**src/rtl/led_flash_detector_if.sv**
```systemverilog
// Signal bundle between an LED line source and the flash detector.
// The detector takes the slave side; whatever drives the LED line and
// consumes the detection results takes the master side.
interface led_flash_detector_if;
    logic        LED_in;
    logic        flash_detected;
    logic        steady_on;
    logic        width_strobe;
    logic        width_is_high;
    logic [15:0] last_width;

    modport master (
        output LED_in,
        input  flash_detected,
        input  steady_on,
        input  width_strobe,
        input  width_is_high,
        input  last_width
    );

    modport slave (
        input  LED_in,
        output flash_detected,
        output steady_on,
        output width_strobe,
        output width_is_high,
        output last_width
    );
endinterface

```
**src/rtl/led_flash_detector.sv**
```systemverilog
// LED flash detector: synchronises a blinking LED line and measures every
// high and low phase in clock cycles. Enough consecutive phases inside the
// nominal timing windows confirm flashing. A high phase that runs past its
// window marks the LED as stuck on.
module led_flash_detector #(
    parameter int HIGH_PERIOD = 600,
    parameter int LOW_PERIOD  = 600,
    parameter int TOL         = 60,
    parameter int MIN_GOOD    = 3
) (
    input  logic                  clk,
    input  logic                  rst,
    led_flash_detector_if.slave   bus
);

    // Nominal phase widths and inclusive acceptance windows (MIN clamped at 0)
    localparam int          HNOM_I     = HIGH_PERIOD + 1;
    localparam int          LNOM_I     = LOW_PERIOD + 1;
    localparam int          HMIN_I     = (HNOM_I > TOL) ? (HNOM_I - TOL) : 0;
    localparam int          LMIN_I     = (LNOM_I > TOL) ? (LNOM_I - TOL) : 0;
    localparam logic [15:0] HMIN_C     = 16'(HMIN_I);
    localparam logic [15:0] HMAX_C     = 16'(HNOM_I + TOL);
    localparam logic [15:0] LMIN_C     = 16'(LMIN_I);
    localparam logic [15:0] LMAX_C     = 16'(LNOM_I + TOL);
    localparam logic [3:0]  MIN_GOOD_C = 4'(MIN_GOOD);

    typedef enum logic [1:0] {
        S_IDLE  = 2'd0,
        S_HIGH  = 2'd1,
        S_LOW   = 2'd2,
        S_STUCK = 2'd3
    } state_t;

    // Inclusive unsigned window test on a captured width
    function automatic logic in_window(input logic [15:0] width,
                                       input logic [15:0] lo,
                                       input logic [15:0] hi);
        in_window = (width >= lo) && (width <= hi);
    endfunction

    // Good-phase counter step, saturating at the detection threshold
    function automatic logic [3:0] sat_inc_good(input logic [3:0] good);
        if (good < MIN_GOOD_C) begin
            sat_inc_good = good + 4'd1;
        end else begin
            sat_inc_good = MIN_GOOD_C;
        end
    endfunction

    logic        s1_r;
    logic        s2_r;
    logic        s3_r;
    logic [15:0] cnt_r;
    logic [3:0]  good_r;
    state_t      state_r;
    logic        flash_r;
    logic        steady_r;
    logic        strobe_r;
    logic        is_high_r;
    logic [15:0] width_r;

    logic        edge_s;
    logic        rise_s;
    logic        fall_s;
    state_t      state_s;
    logic [3:0]  good_s;
    logic        flash_s;
    logic        steady_s;
    logic        strobe_s;
    logic        is_high_s;
    logic [15:0] width_s;

    // An edge is a disagreement between the last two synchronised samples
    assign edge_s = s2_r ^ s3_r;
    assign rise_s = edge_s & s2_r;
    assign fall_s = edge_s & ~s2_r;

    // Two-flop synchroniser for the asynchronous LED line plus edge-history flop
    always_ff @(posedge clk or posedge rst) begin
        if (rst) begin
            s1_r <= 1'b0;
            s2_r <= 1'b0;
            s3_r <= 1'b0;
        end else begin
            s1_r <= bus.LED_in;
            s2_r <= s1_r;
            s3_r <= s2_r;
        end
    end

    // Phase length counter: restarts at 1 on every edge, saturates at all-ones
    always_ff @(posedge clk or posedge rst) begin
        if (rst) begin
            cnt_r <= 16'd0;
        end else if (edge_s) begin
            cnt_r <= 16'd1;
        end else if (cnt_r != 16'hFFFF) begin
            cnt_r <= cnt_r + 16'd1;
        end else begin
            cnt_r <= cnt_r;
        end
    end

    // State and registered-output update
    always_ff @(posedge clk or posedge rst) begin
        if (rst) begin
            state_r   <= S_IDLE;
            good_r    <= 4'd0;
            flash_r   <= 1'b0;
            steady_r  <= 1'b0;
            strobe_r  <= 1'b0;
            is_high_r <= 1'b0;
            width_r   <= 16'd0;
        end else begin
            state_r   <= state_s;
            good_r    <= good_s;
            flash_r   <= flash_s;
            steady_r  <= steady_s;
            strobe_r  <= strobe_s;
            is_high_r <= is_high_s;
            width_r   <= width_s;
        end
    end

    // Next-state logic: capture and evaluate phases, detect timeouts.
    // An edge coinciding with cnt==MAX takes the capture path, so a width
    // of exactly MAX is still accepted.
    always_comb begin
        state_s   = state_r;
        good_s    = good_r;
        flash_s   = flash_r;
        steady_s  = steady_r;
        strobe_s  = 1'b0;
        is_high_s = 1'b0;
        width_s   = width_r;
        case (state_r)
            S_IDLE: begin
                // Idle low length is unknown, so the first rising edge only starts measuring
                if (rise_s) begin
                    state_s = S_HIGH;
                end else begin
                    state_s = S_IDLE;
                end
            end
            S_HIGH: begin
                if (fall_s) begin
                    state_s   = S_LOW;
                    strobe_s  = 1'b1;
                    is_high_s = 1'b1;
                    width_s   = cnt_r;
                    if (in_window(cnt_r, HMIN_C, HMAX_C)) begin
                        good_s  = sat_inc_good(good_r);
                        flash_s = (good_s == MIN_GOOD_C);
                    end else begin
                        good_s  = 4'd0;
                        flash_s = 1'b0;
                    end
                end else if (cnt_r == HMAX_C) begin
                    state_s  = S_STUCK;
                    good_s   = 4'd0;
                    flash_s  = 1'b0;
                    steady_s = 1'b1;
                end else begin
                    state_s = S_HIGH;
                end
            end
            S_LOW: begin
                if (rise_s) begin
                    state_s   = S_HIGH;
                    strobe_s  = 1'b1;
                    is_high_s = 1'b0;
                    width_s   = cnt_r;
                    if (in_window(cnt_r, LMIN_C, LMAX_C)) begin
                        good_s  = sat_inc_good(good_r);
                        flash_s = (good_s == MIN_GOOD_C);
                    end else begin
                        good_s  = 4'd0;
                        flash_s = 1'b0;
                    end
                end else if (cnt_r == LMAX_C) begin
                    state_s = S_IDLE;
                    good_s  = 4'd0;
                    flash_s = 1'b0;
                end else begin
                    state_s = S_LOW;
                end
            end
            S_STUCK: begin
                // Report the (possibly saturated) stuck width, no evaluation: good count is already 0
                if (fall_s) begin
                    state_s   = S_LOW;
                    steady_s  = 1'b0;
                    strobe_s  = 1'b1;
                    is_high_s = 1'b1;
                    width_s   = cnt_r;
                end else begin
                    state_s = S_STUCK;
                end
            end
            default: begin
                state_s  = S_IDLE;
                good_s   = 4'd0;
                flash_s  = 1'b0;
                steady_s = 1'b0;
            end
        endcase
    end

    assign bus.flash_detected = flash_r;
    assign bus.steady_on      = steady_r;
    assign bus.width_strobe   = strobe_r;
    assign bus.width_is_high  = is_high_r;
    assign bus.last_width     = width_r;

endmodule

```
**src/flat_wrapper.sv**
```systemverilog
// flat-port wrapper written by rule: the top's interface ports become plain ports
module led_flash_detector_flat 
#(
    parameter int HIGH_PERIOD = 600,
    parameter int LOW_PERIOD  = 600,
    parameter int TOL         = 60,
    parameter int MIN_GOOD    = 3
)
  (clk, rst, bus_LED_in, bus_flash_detected, bus_steady_on, bus_width_strobe, bus_width_is_high, bus_last_width);
  led_flash_detector_if bus_i ();
  input  logic clk;
  input  logic rst;
  input wire logic [$bits(bus_i.LED_in)-1:0] bus_LED_in;
  output wire logic [$bits(bus_i.flash_detected)-1:0] bus_flash_detected;
  output wire logic [$bits(bus_i.steady_on)-1:0] bus_steady_on;
  output wire logic [$bits(bus_i.width_strobe)-1:0] bus_width_strobe;
  output wire logic [$bits(bus_i.width_is_high)-1:0] bus_width_is_high;
  output wire logic [$bits(bus_i.last_width)-1:0] bus_last_width;
  assign bus_i.LED_in = bus_LED_in;
  assign bus_flash_detected = bus_i.flash_detected;
  assign bus_steady_on = bus_i.steady_on;
  assign bus_width_strobe = bus_i.width_strobe;
  assign bus_width_is_high = bus_i.width_is_high;
  assign bus_last_width = bus_i.last_width;
  led_flash_detector #(.HIGH_PERIOD(HIGH_PERIOD), .LOW_PERIOD(LOW_PERIOD), .TOL(TOL), .MIN_GOOD(MIN_GOOD)) u_core (.clk(clk), .rst(rst), .bus(bus_i));
endmodule
```
**config.mk**
```make
export PLATFORM = sky130hd
export DESIGN_NAME = led_flash_detector_flat
export DESIGN_NICKNAME = d
export VERILOG_FILES = /design/src/rtl/led_flash_detector_if.sv /design/src/rtl/led_flash_detector.sv /design/src/flat_wrapper.sv
export SDC_FILE = /design/constraint.sdc
export NUM_CORES = 1
export LEC_CHECK = 0
export CAP_MARGIN = 20
export CELL_PAD_IN_SITES_DETAIL_PLACEMENT = 1
export CELL_PAD_IN_SITES_GLOBAL_PLACEMENT = 2
export CORE_AREA = 2 2 99 101
export DETAILED_ROUTE_END_ITERATION = 16
export DIE_AREA = 0 0 101 103
export GPL_TIMING_DRIVEN = 0
export MAX_ROUTING_LAYER = met4
export PLACE_DENSITY = 0.54
export SYNTH_ARGS = -nofsm -noshare
export SYNTH_HDL_FRONTEND = slang
export SYNTH_SLANG_ARGS = --single-unit
```
**constraint.sdc**
```tcl
create_clock -name clk -period 4.4 [get_ports clk]
set_input_delay 0.44 -clock clk [delete_from_list [all_inputs] [get_ports clk]]
set_output_delay 0.44 -clock clk [all_outputs]
set_load 0.01 [all_outputs]
```
==> metrics.yaml <==
timing:
  fin_worst_skew_ps: 4.80
  finalHoldViolations: 0
  fmax_mhz: 435
  slew_headroom_pct: 57.7
  fin_crit_ps: 2300
  setup_tns_ps: 0
  tightest_slew_ps: 630
  rsz0062_at_grt: "no"
  finalMaxSlewViolations: 0
  finalCritPeriodShare_pct: 52.3
  setup_violations: 0
  holdWs_ps: 352
logic_synthesis:
  ys_ff_latch: 45
  synth_seq_area_share_pct: 49.9
  synth_top_area_share_pct: 49.9
  ys_async_sr_fraction_pct: 100
  synth-edff-count: 0
  synth_cell_types: 48
  yosysWarnings: 0
  synth_area_um2: 2260
  avgSynthCellArea_um2: 11.1
  synthCells: 203
  synth_largest_area_cell: "dfrtp_1"
  ys_top_cells_by_area: "dfrtp_1 50%, ha_1 5.5%, mux2_1 5.0%"
  synth_ff_type: "dfrtp_1"
  syn-num-nets: 216
cells_and_area:
  diodes: 0
  nets: 246
  final_core_util_pct: 29.2
  syn_to_final_growth_pct: 22.1
  drive_above_1_share_pct: 13.7
  fillerInstances: 1084
global_route:
  grt_use_total_pct: 11.7
  grt_pass1_wl_mm: 9.12
  grt_overflow: 0
  grt_pass1_vias: 1715
  antenna_found_initial: 0
  grt_max_degree: 33
clock_tree:
  clk_pin_slew_ps: 90
  post_cts_resized: 0
  numCtsBuffers: 5
  clk_latency_ps: 300
  clock_sinks: 45
  post_cts_buffers: 0
  cts_tree: "done"
  htree_num_levels: 2
  cts-root-buf: "clkbuf_8"
  clockBufferDepth: 2
  holdBufCountCts: 0
worst_setup_path:
  slowest_stage: "nor3_2"
  r2r-start: "u_core.state_r[1]"
  slowest_delay_ps: 500
  crit_top_cell: "nor2_1"
  rrSetupSlack_ps: 2100
  r2r-end: "u_core.bus.last_width[14]"
  crit_arrival_ps: 2490
  cp_max_fo: 10
  path_cells: "inv_1, ha_1, nor2_1, nor2_1, nor3_2, buf_2, mux2_1"
  ff2ff_path_depth: 7
  required_ps: 4590
  worst-setup-path-type: "register to register"
  start_kind: "register"
  cp-end-kind: "register"
floorplan:
  initial_core_util_pct: 23.9
  fp.dieW_um: 101
  ios: 23
  dieArea_um2: 10400
  core-area_um2: 9460
  die_y_um: 103
  fp-row-count: 36
placement:
  port-buffer-count: 22
  dpl.hpwl_mm: 3.86
  globalplace.congestion: 0.694
pwr:
  sequentialPowerShare_pct: 49.3
  vdd_ir_drop_max_v: 0.000128
  switching_share_pct: 25.4
  p_clk_share_pct: 36.7
  p_sw_uw: 231
  p_comb_share_pct: 13.9
  cellPowerDensity_nw_per_um2: 330
  p_leak_nw: 1.20
  intPower_uw: 679
  power_uw: 910
route:
  drc: 0
  viasPerCell: 4.74
  first_iter_violations: 43
  drt_first_pass_iters: 4
  postRouteAntennaNets: 0
  vias: 1651
  wl_per_cell_um: 15.5
  wirelength_mm: 5.39
min_path:
  min_to: "u_core.s2_r"
  hold_class: "register to register"
  min_from: "u_core.s1_r"
  hold-path-cell-count: 0
status:
  status: "complete, no violations"
run:
  max_cap_viol_count: 0
[metal layers]
metal | global-route usage (%) | share of wire, % | vias up
met5 | - | 0 | -
met4 | 2.81 | 1.2 | 0
met3 | 2.44 | 2.1 | 5
met2 | 17.8 | 46 | 17
met1 | 16.1 | 50 | 828
li1 | - | - | 801
[critical path: cells and delay by family, from the launching register on]
| family | cells | cell delay [ps] |
|---|---|---|
| AND/OR/NAND/NOR | 3 | 790 |
| buffers and inverters | 2 | 450 |
| flip-flops | 1 | 380 |
| multiplexers | 1 | 360 |
| adder cells (fa/ha/maj) | 1 | 220 |
[layout by cell type (no fill, tap or decap), types with 7 or more instances in the layout]
cell              n
dfrtp_1          45
clkdlybuf4s50_1  22
a21oi_1          12
nand2_1          11
mux2_1           10
ha_1             10
inv_1             9
nand4_1           7
o21ai_0           7
nor2_1            7
mux2_2            7
[area by class of cell]
type	instances	area (um^2)	area share [%]
Buffer	9	48.8	1.77
Sequential cell	45	1130	40.8
Clock buffer	7	86.3	3.13
Multi-Input combinational cell	138	1040	37.8
Clock inverter	1	30.0	1.09
Tap cell	114	143	5.17
Timing Repair Buffer	23	240	8.71
Inverter	11	41.3	1.50
[flip-flops by register name, indices dropped and copies added (netlist names)]
register                   cells
u_core.bus.width_is_high       1
u_core.bus.last_width         16
u_core.good_r                  4
u_core.bus.width_strobe        1
u_core.bus.flash_detected      1
u_core.s2_r                    1
u_core.s1_r                    1
u_core.bus.steady_on           1
u_core.state_r                 2
u_core.cnt_r                  16
u_core.s3_r                    1
[synthesized netlist by cell type, drive strengths merged (2+ instances only)]
cell and n:
nor2 7, and4 3, or3 2, or4 3, mux2 17, inv 10
ha 10, a22o 4, nand2 11, o21ai 10, and3 3, nor2b 4
nand4 8, nor4 5, nand3 6, nand2b 2, and2 2, a31oi 2
dfrtp 45, buf 8, o31ai 6, nor3 5, a21oi 12
[through the flow]
step | setup slack, ps | instance area, um^2 | cells
floorplan | 2480 | 2260 | 203
global placement | 1710 | 2620 | 339
detailed placement | 1980 | 2640 | 340
CTS | 1980 | 2760 | 348
global route | 1820 | 2760 | 348
finish | 2100 | 2760 | 348
[worst max path at each step]
stage,startpoint,endpoint,slack (ps)
6_report,u_core.state_r[1],u_core.bus.last_width[14],2100
3_3_place_gp,rst,u_core.s1_r,1710
4_1_cts,u_core.state_r[1],u_core.bus.last_width[14],1980
3_5_place_dp,u_core.state_r[1],u_core.bus.last_width[14],1980
5_1_grt,u_core.state_r[1],u_core.bus.last_width[14],1820
2_1_floorplan,u_core.state_r[0],u_core.bus.last_width[12],2480
[kinds of logic (layout without fill, tap and decap cells)]
family / count (synthesis) / count (layout) / share of synthesized area, %
mux: 18 / 18 / 8.92
xor+xnor: 1 / 1 / 0.388
flops: 45 / 45 / 49.9
compound gates: 40 / 40 / 11.4
fa+ha+maj: 10 / 10 / 5.54
simple gates: 69 / 69 / 19.9
buf+inv: 20 / 51 / 3.99
[power by group through the flow]
stage | sequential [mW] | combinational (mW) | clock (mW)
2_1_floorplan | 0.461 | 0.0706 | 0
3_5_place_dp | 0.457 | 0.131 | 0
3_3_place_gp | 0.457 | 0.129 | 0
4_1_cts | 0.449 | 0.131 | 0.349
5_1_grt | 0.453 | 0.144 | 0.363
6_report | 0.449 | 0.127 | 0.334
No activity file was read; power rests on OpenSTA's default activity.
